### src/rtl/frame_builder_if.sv
// Command, payload and framed-stream bundle between a traffic source and frame_builder.
// Latency: none, this file only declares wires.
// Backpressure: cmd_ready/pld_ready flow back to the source; the framed stream has none.
interface frame_builder_if;
    logic        cmd_valid;
    logic        cmd_ready;
    logic [7:0]  cmd_mask;
    logic [2:0]  cmd_len_m1;
    logic        pld_valid;
    logic        pld_ready;
    logic [15:0] pld_data;
    logic [15:0] data_out;
    logic        sof;
    logic        eof;
    logic        busy;
`ifdef FRAME_BUILDER_CRC_INJ_EN
    logic        crc_inj;

    // Source side: offers commands and payload, watches the stream.
    modport master (
        output cmd_valid, cmd_mask, cmd_len_m1, crc_inj, pld_valid, pld_data,
        input  cmd_ready, pld_ready, data_out, sof, eof, busy
    );

    // Builder side.
    modport slave (
        input  cmd_valid, cmd_mask, cmd_len_m1, crc_inj, pld_valid, pld_data,
        output cmd_ready, pld_ready, data_out, sof, eof, busy
    );
`else
    // Source side: offers commands and payload, watches the stream.
    modport master (
        output cmd_valid, cmd_mask, cmd_len_m1, pld_valid, pld_data,
        input  cmd_ready, pld_ready, data_out, sof, eof, busy
    );

    // Builder side.
    modport slave (
        input  cmd_valid, cmd_mask, cmd_len_m1, pld_valid, pld_data,
        output cmd_ready, pld_ready, data_out, sof, eof, busy
    );
`endif
endinterface

### src/rtl/frame_builder.sv
// Frame builder: buffers one command plus 1..8 payload words, then emits HEADER, CTRL, payload, CRC-16.
// Latency: HEADER on data_out 2 cycles after the last payload handshake; the frame then streams gap-free.
// Backpressure: cmd_ready only in IDLE, pld_ready only in LOAD; optional CRC inversion via FRAME_BUILDER_CRC_INJ_EN.
module frame_builder #(
    parameter logic [15:0] HEADER     = 16'hE0E0,
    parameter logic [15:0] IDLE_WORD  = 16'h0000,
    parameter int unsigned GAP_CYCLES = 2,
    parameter logic [15:0] CRC_INIT   = 16'hFFFF
) (
    input  logic           clk_in,
    input  logic           rst,
    frame_builder_if.slave bus
);

    typedef enum logic [2:0] {
        S_IDLE,
        S_LOAD,
        S_HEAD,
        S_CTRL,
        S_DATA,
        S_CRC,
        S_GAP
    } state_t;

    state_t      state_q;
    state_t      state_d;

    logic [7:0]  mask_q;
    logic [2:0]  len_q;
    logic [2:0]  wr_ptr_q;
    logic [2:0]  rd_ptr_q;
    logic [3:0]  gap_q;
    logic [15:0] crc_q;
    logic [15:0] pbuf [0:7];

    logic [15:0] data_q;
    logic        sof_q;
    logic        eof_q;

    logic [15:0] out_d;
    logic        sof_d;
    logic        eof_d;
    logic        cmd_ready_c;
    logic        pld_ready_c;
    logic        busy_c;

    logic        cmd_hs;
    logic        pld_hs;
    logic [15:0] ctrl_word;
    logic        inj_q;

    // CRC-16/CCITT-FALSE step over one 16-bit word, MSB first.
    function automatic logic [15:0] crc16_word(input logic [15:0] crc_in, input logic [15:0] d);
        logic [15:0] c;
        c = crc_in;
        for (int i = 15; i >= 0; i--) begin
            if (c[15] ^ d[i]) begin
                c = {c[14:0], 1'b0} ^ 16'h1021;
            end else begin
                c = {c[14:0], 1'b0};
            end
        end
        return c;
    endfunction

    assign cmd_hs    = bus.cmd_valid & cmd_ready_c;
    assign pld_hs    = bus.pld_valid & pld_ready_c;
    assign ctrl_word = {5'b00000, len_q, mask_q};

    // State register.
    always_ff @(posedge clk_in or posedge rst) begin
        if (rst) begin
            state_q <= S_IDLE;
        end else begin
            state_q <= state_d;
        end
    end

    // Next-state decode: LOAD holds until the last payload word, DATA until the last buffered word.
    always_comb begin
        state_d = state_q;
        case (state_q)
            S_IDLE: if (cmd_hs) state_d = S_LOAD;
            S_LOAD: if (pld_hs && (wr_ptr_q == len_q)) state_d = S_HEAD;
            S_HEAD: state_d = S_CTRL;
            S_CTRL: state_d = S_DATA;
            S_DATA: if (rd_ptr_q == len_q) state_d = S_CRC;
            S_CRC:  state_d = S_GAP;
            S_GAP:  if (gap_q <= 4'd1) state_d = S_IDLE;
            default: state_d = S_IDLE;
        endcase
    end

    // Per-state output decode; the stream word is registered one cycle later.
    always_comb begin
        out_d       = IDLE_WORD;
        sof_d       = 1'b0;
        eof_d       = 1'b0;
        cmd_ready_c = 1'b0;
        pld_ready_c = 1'b0;
        busy_c      = 1'b1;
        case (state_q)
            S_IDLE: begin
                // Held low while reset is asserted so nothing handshakes during reset.
                cmd_ready_c = ~rst;
                busy_c      = 1'b0;
            end
            S_LOAD: pld_ready_c = 1'b1;
            S_HEAD: begin
                out_d = HEADER;
                sof_d = 1'b1;
            end
            S_CTRL: out_d = ctrl_word;
            S_DATA: out_d = pbuf[rd_ptr_q];
            S_CRC: begin
                out_d = crc_q ^ {16{inj_q}};
                eof_d = 1'b1;
            end
            default: out_d = IDLE_WORD;
        endcase
    end

    // Registered stream outputs; reset forces the idle word and drops any partial frame.
    always_ff @(posedge clk_in or posedge rst) begin
        if (rst) begin
            data_q <= IDLE_WORD;
            sof_q  <= 1'b0;
            eof_q  <= 1'b0;
        end else begin
            data_q <= out_d;
            sof_q  <= sof_d;
            eof_q  <= eof_d;
        end
    end

    // Command capture: mask and length are frozen for the whole frame.
    always_ff @(posedge clk_in or posedge rst) begin
        if (rst) begin
            mask_q <= 8'h00;
            len_q  <= 3'd0;
        end else if (cmd_hs) begin
            mask_q <= bus.cmd_mask;
            len_q  <= bus.cmd_len_m1;
        end
    end

`ifdef FRAME_BUILDER_CRC_INJ_EN
    // Injection request is taken with the command so it affects that frame only.
    always_ff @(posedge clk_in or posedge rst) begin
        if (rst) begin
            inj_q <= 1'b0;
        end else if (cmd_hs) begin
            inj_q <= bus.crc_inj;
        end
    end
`else
    assign inj_q = 1'b0;
`endif

    // Write pointer walks the buffer during LOAD; restarts on every accepted command.
    always_ff @(posedge clk_in or posedge rst) begin
        if (rst) begin
            wr_ptr_q <= 3'd0;
        end else if (cmd_hs) begin
            wr_ptr_q <= 3'd0;
        end else if (pld_hs) begin
            wr_ptr_q <= wr_ptr_q + 3'd1;
        end
    end

    // Payload storage; contents are only meaningful up to the latched length, so no reset.
    always_ff @(posedge clk_in) begin
        if (pld_hs) begin
            pbuf[wr_ptr_q] <= bus.pld_data;
        end
    end

    // Read pointer: zeroed while CTRL goes out, advanced per DATA word.
    always_ff @(posedge clk_in or posedge rst) begin
        if (rst) begin
            rd_ptr_q <= 3'd0;
        end else if (state_q == S_CTRL) begin
            rd_ptr_q <= 3'd0;
        end else if (state_q == S_DATA) begin
            rd_ptr_q <= rd_ptr_q + 3'd1;
        end
    end

    // Inter-frame gap counter: armed while the CRC word goes out, counted down in GAP.
    always_ff @(posedge clk_in or posedge rst) begin
        if (rst) begin
            gap_q <= 4'd0;
        end else if (state_q == S_CRC) begin
            gap_q <= 4'(GAP_CYCLES);
        end else if ((state_q == S_GAP) && (gap_q != 4'd0)) begin
            gap_q <= gap_q - 4'd1;
        end
    end

    // CRC accumulates CTRL and payload words in the same cycle they are selected for output.
    always_ff @(posedge clk_in or posedge rst) begin
        if (rst) begin
            crc_q <= 16'h0000;
        end else begin
            case (state_q)
                S_HEAD:  crc_q <= CRC_INIT;
                S_CTRL:  crc_q <= crc16_word(crc_q, ctrl_word);
                S_DATA:  crc_q <= crc16_word(crc_q, pbuf[rd_ptr_q]);
                default: crc_q <= crc_q;
            endcase
        end
    end

    assign bus.cmd_ready = cmd_ready_c;
    assign bus.pld_ready = pld_ready_c;
    assign bus.busy      = busy_c;
    assign bus.data_out  = data_q;
    assign bus.sof       = sof_q;
    assign bus.eof       = eof_q;

endmodule
### src/flat_wrapper.sv
// flat-port wrapper written by rule: the top's interface ports become plain ports
module frame_builder_flat 
#(
    parameter logic [15:0] HEADER     = 16'hE0E0,
    parameter logic [15:0] IDLE_WORD  = 16'h0000,
    parameter int unsigned GAP_CYCLES = 2,
    parameter logic [15:0] CRC_INIT   = 16'hFFFF
)
  (clk_in, rst, bus_cmd_valid, bus_cmd_mask, bus_cmd_len_m1, bus_pld_valid, bus_pld_data, bus_cmd_ready, bus_pld_ready, bus_data_out, bus_sof, bus_eof, bus_busy);
  frame_builder_if bus_i ();
  input  logic clk_in;
  input  logic rst;
  input wire logic [$bits(bus_i.cmd_valid)-1:0] bus_cmd_valid;
  input wire logic [$bits(bus_i.cmd_mask)-1:0] bus_cmd_mask;
  input wire logic [$bits(bus_i.cmd_len_m1)-1:0] bus_cmd_len_m1;
  input wire logic [$bits(bus_i.pld_valid)-1:0] bus_pld_valid;
  input wire logic [$bits(bus_i.pld_data)-1:0] bus_pld_data;
  output wire logic [$bits(bus_i.cmd_ready)-1:0] bus_cmd_ready;
  output wire logic [$bits(bus_i.pld_ready)-1:0] bus_pld_ready;
  output wire logic [$bits(bus_i.data_out)-1:0] bus_data_out;
  output wire logic [$bits(bus_i.sof)-1:0] bus_sof;
  output wire logic [$bits(bus_i.eof)-1:0] bus_eof;
  output wire logic [$bits(bus_i.busy)-1:0] bus_busy;
  assign bus_i.cmd_valid = bus_cmd_valid;
  assign bus_i.cmd_mask = bus_cmd_mask;
  assign bus_i.cmd_len_m1 = bus_cmd_len_m1;
  assign bus_i.pld_valid = bus_pld_valid;
  assign bus_i.pld_data = bus_pld_data;
  assign bus_cmd_ready = bus_i.cmd_ready;
  assign bus_pld_ready = bus_i.pld_ready;
  assign bus_data_out = bus_i.data_out;
  assign bus_sof = bus_i.sof;
  assign bus_eof = bus_i.eof;
  assign bus_busy = bus_i.busy;
  frame_builder #(.HEADER(HEADER), .IDLE_WORD(IDLE_WORD), .GAP_CYCLES(GAP_CYCLES), .CRC_INIT(CRC_INIT)) u_core (.clk_in(clk_in), .rst(rst), .bus(bus_i));
endmodule
### config.mk
export PLATFORM = sky130hd
export DESIGN_NAME = frame_builder_flat
export DESIGN_NICKNAME = d
export VERILOG_FILES = /design/src/rtl/frame_builder_if.sv /design/src/rtl/frame_builder.sv /design/src/flat_wrapper.sv
export SDC_FILE = /design/constraint.sdc
export NUM_CORES = 1
export LEC_CHECK = 0
export CORE_ASPECT_RATIO = 0.5
export CORE_MARGIN = 1
export CORE_UTILIZATION = 35
export CTS_CLUSTER_DIAMETER = 150
export CTS_CLUSTER_SIZE = 16
export DETAILED_ROUTE_END_ITERATION = 7
export PLACE_DENSITY_LB_ADDON = 0.1
export SLEW_MARGIN = 5
export SYNTH_ARGS = -nofsm -noshare
export SYNTH_HDL_FRONTEND = slang
export SYNTH_SLANG_ARGS = --single-unit
### constraint.sdc
create_clock -name clk_in -period 8.2 [get_ports clk_in]
set_clock_uncertainty 0.15 [all_clocks]
set_input_delay 0.82 -clock clk_in [delete_from_list [all_inputs] [get_ports clk_in]]
set_output_delay 0.82 -clock clk_in [all_outputs]
set_load 0.03 [all_outputs]
==> results.cfg <==
[run_status]
status = finished, final reports clean

[finish]
final_nets = 673
num_antenna_cells = 0
fin_util = 0.419
fillCellCount = 2230
area_growth_pct = 16.3
drive_above_1_share = 0.171
design_area_sq_um = 10100

[detailed_routing]
drtAntennaViolNets = 0
first_pass_iters = 4
routedWlPerCell_um = 21.3
route.detailed.drc = 0
via_per_inst = 5.00
drt-initial-drc-count = 293
num_vias = 4929
drt_wl_total_um = 21000

[worst_setup_path]
max_stage_delay_ns = 0.59
cp.arrival_ns = 3.80
crit_type = reg2reg
cp_cell_sequence = buf_4 > mux4_2 > mux2i_1 > xnor2_1 > xnor3_1 > xnor2_2 > nor3b_1 > nor3_1
end_kind = flop
startpoint_type = flop
cp.required_ns = 8.38
crit_path_max_fanout = 36
critical_path.slowest_cell = xnor3_1

[floorplan]
rows = 40
die_h_um = 114
initial_core_util = 0.360
die_area_sq_um = 25600
core_area_sq_um = 24200
die_x_um = 225
io_pins = 52

[placed_design]
dp_hpwl_um = 13500
io_buffers = 51
placed_cell_area_sq_um = 9600
gp_congestion = 0.804

[sta]
setup_viol = 0
worst_pin_slew_ns = 1.05
layout_min_cycle_time_ns = 3.61
rsz0062_at_grt = false
clock.fmax_mhz = 277
finalCritPeriodShare = 0.441
slew_viol_final = 0
hold_viol = 0
fin_setup_tns_ns = 0
maxSlewHeadroom = 0.298

[global_routing]
grt_pass1_vias = 4982
grt_max_degree = 59
grt_use_total = 0.175
overflow = 0
grt_pass1_wl_um = 32000
antenna_found_initial = 0

[logic_synthesis]
synth.area.top_cells = edfxtp_1, dfrtp_1, mux4_2
synth_edf_count = 128
synthFlopType = edfxtp_1
synth.most_common_cell = edfxtp_1
yosysTopAreaCell = edfxtp_1
async_reset_ff_frac = 0.312
yosysUniqueCellTypes = 53
netlist_area_sq_um = 8720
yosys_warnings = 0
synth-seq-cells = 186
synth_cells = 587
seq_area_frac_synth = 0.607
avgSynthCellArea_sq_um = 14.9
syn_nets = 622
synth_commonest_cells = edfxtp_1, dfrtp_1, xnor2_1, nor2_1
synth_top_area_frac = 0.441

[clock_tree]
cts_tree = done
clockBufferDepth = 2
clk_latency_ns = 0.45
clk_pin_slew_ns = 0.07
cts_htree_levels = 4
cts_sinks = 186
hold_buffers = 0
numCtsBuffers = 17
cts_root_buf = clkbuf_16
cts_setup_buffers = 0
cts_resized = 0

[flow_run]
cap_violations = 0

[worst_hold_path]
hp-class = reg2reg
-- placed cells by master (no fill, tap or decap), types with 3 or more instances in the layout --
| cell type | count |
|---|---|
| a21oi_1 | 17 |
| a221o_1 | 5 |
| a22o_1 | 9 |
| a22oi_1 | 3 |
| a31oi_1 | 7 |
| buf_4 | 16 |
| clkbuf_16 | 17 |
| clkdlybuf4s50_1 | 51 |
| dfrtp_1 | 56 |
| edfxtp_1 | 128 |
| ha_1 | 4 |
| inv_1 | 10 |
| inv_6 | 5 |
| mux2_2 | 17 |
| mux2i_1 | 21 |
| mux4_2 | 28 |
| nand2_1 | 28 |
| nand2b_1 | 7 |
| nand3_1 | 5 |
| nor2_1 | 28 |
| nor2_2 | 3 |
| nor2b_1 | 7 |
| nor3_1 | 6 |
| nor3_2 | 3 |
| nor3b_1 | 4 |
| o21ai_0 | 28 |
| o221ai_1 | 4 |
| o22ai_1 | 3 |
| xnor2_1 | 53 |
| xnor2_2 | 4 |
| xnor3_1 | 7 |
| xnor3_2 | 3 |
| xor2_1 | 25 |
-- kinds of logic after synthesis --
logic type,Yosys count,synth area share
flip-flops,186,0.607
AO/OA/AOI/OAI,92,0.0687
buffers and inverters,46,0.0273
AND/OR/NAND/NOR,97,0.0519
adder cells (fa/ha/maj),4,0.00574
XOR/XNOR,94,0.117
multiplexers,68,0.123
-- through the flow --
| stage | worst slack (ns) | std cells | hold slack, ns |
|---|---|---|---|
| floorplan | 4.38 | 587 | 0.332 |
| global placement | 4.63 | 955 | 0.359 |
| detailed placement | 4.57 | 955 | 0.360 |
| CTS | 4.55 | 986 | 0.374 |
| global route | 4.38 | 986 | 0.384 |
| finish | 4.59 | 986 | 0.377 |
-- worst max-delay path: cells and delay by family (launching register included) --
kind                   cells  cell delay (ns)
XOR/XNOR                   3             1.13
multiplexers               2             0.83
buffers and inverters      1             0.56
flip-flops                 1             0.49
AND/OR/NAND/NOR            2             0.32
-- per-layer routing --
| metal | vias up | part of all wire | global-route usage |
|---|---|---|---|
| li1 | 2289 | - | - |
| met1 | 2538 | 0.52 | 0.264 |
| met2 | 86 | 0.43 | 0.252 |
| met3 | 16 | 0.036 | 0.0394 |
| met4 | 0 | 0.012 | 0.0494 |
| met5 | - | 0 | 0 |
-- state kept, by name, summed over array words and instances (netlist names) --
| register | count |
|---|---|
| u_core.pbuf | 128 |
| u_core.bus.data_out | 16 |
| u_core.crc_q | 16 |
| u_core.mask_q | 8 |
| u_core.gap_q | 4 |
| u_core.len_q | 3 |
| u_core.rd_ptr_q | 3 |
| u_core.state_q | 3 |
| u_core.wr_ptr_q | 3 |
| u_core.bus.eof | 1 |
| u_core.bus.sof | 1 |
-- layout make-up --
| cell class | instances | area, sq um | share of cell area |
|---|---|---|---|
| inverters | 11 | 41.3 | 0.00407 |
| clock inverters | 13 | 116 | 0.0115 |
| well taps | 336 | 420 | 0.0415 |
| flip-flops and latches | 186 | 5300 | 0.522 |
| multi-input cells | 355 | 3210 | 0.316 |
| repair buffers | 67 | 631 | 0.0622 |
| clock buffers | 18 | 429 | 0.0423 |
-- path summary, 6_finish.rpt --
path / slack [ns] / from / end / cells after the start
worst max-delay path: 4.59 / u_core.rd_ptr_q[1] / u_core.crc_q[2] / 8
worst min-delay path: 0.38 / u_core.gap_q[1] / u_core.gap_q[1] / 1
worst max register to register: 4.59 / u_core.rd_ptr_q[1] / u_core.crc_q[2] / 8
worst min register to register: 0.38 / u_core.gap_q[1] / u_core.gap_q[1] / 1
max in group asynchronous: 6.49 / rst / u_core.rd_ptr_q[0] / 3
min in group asynchronous: 0.86 / rst / u_core.len_q[0] / 3
Power is not shown: default switching activity piles up to over one toggle a cycle in this logic, so the estimate is an artifact.
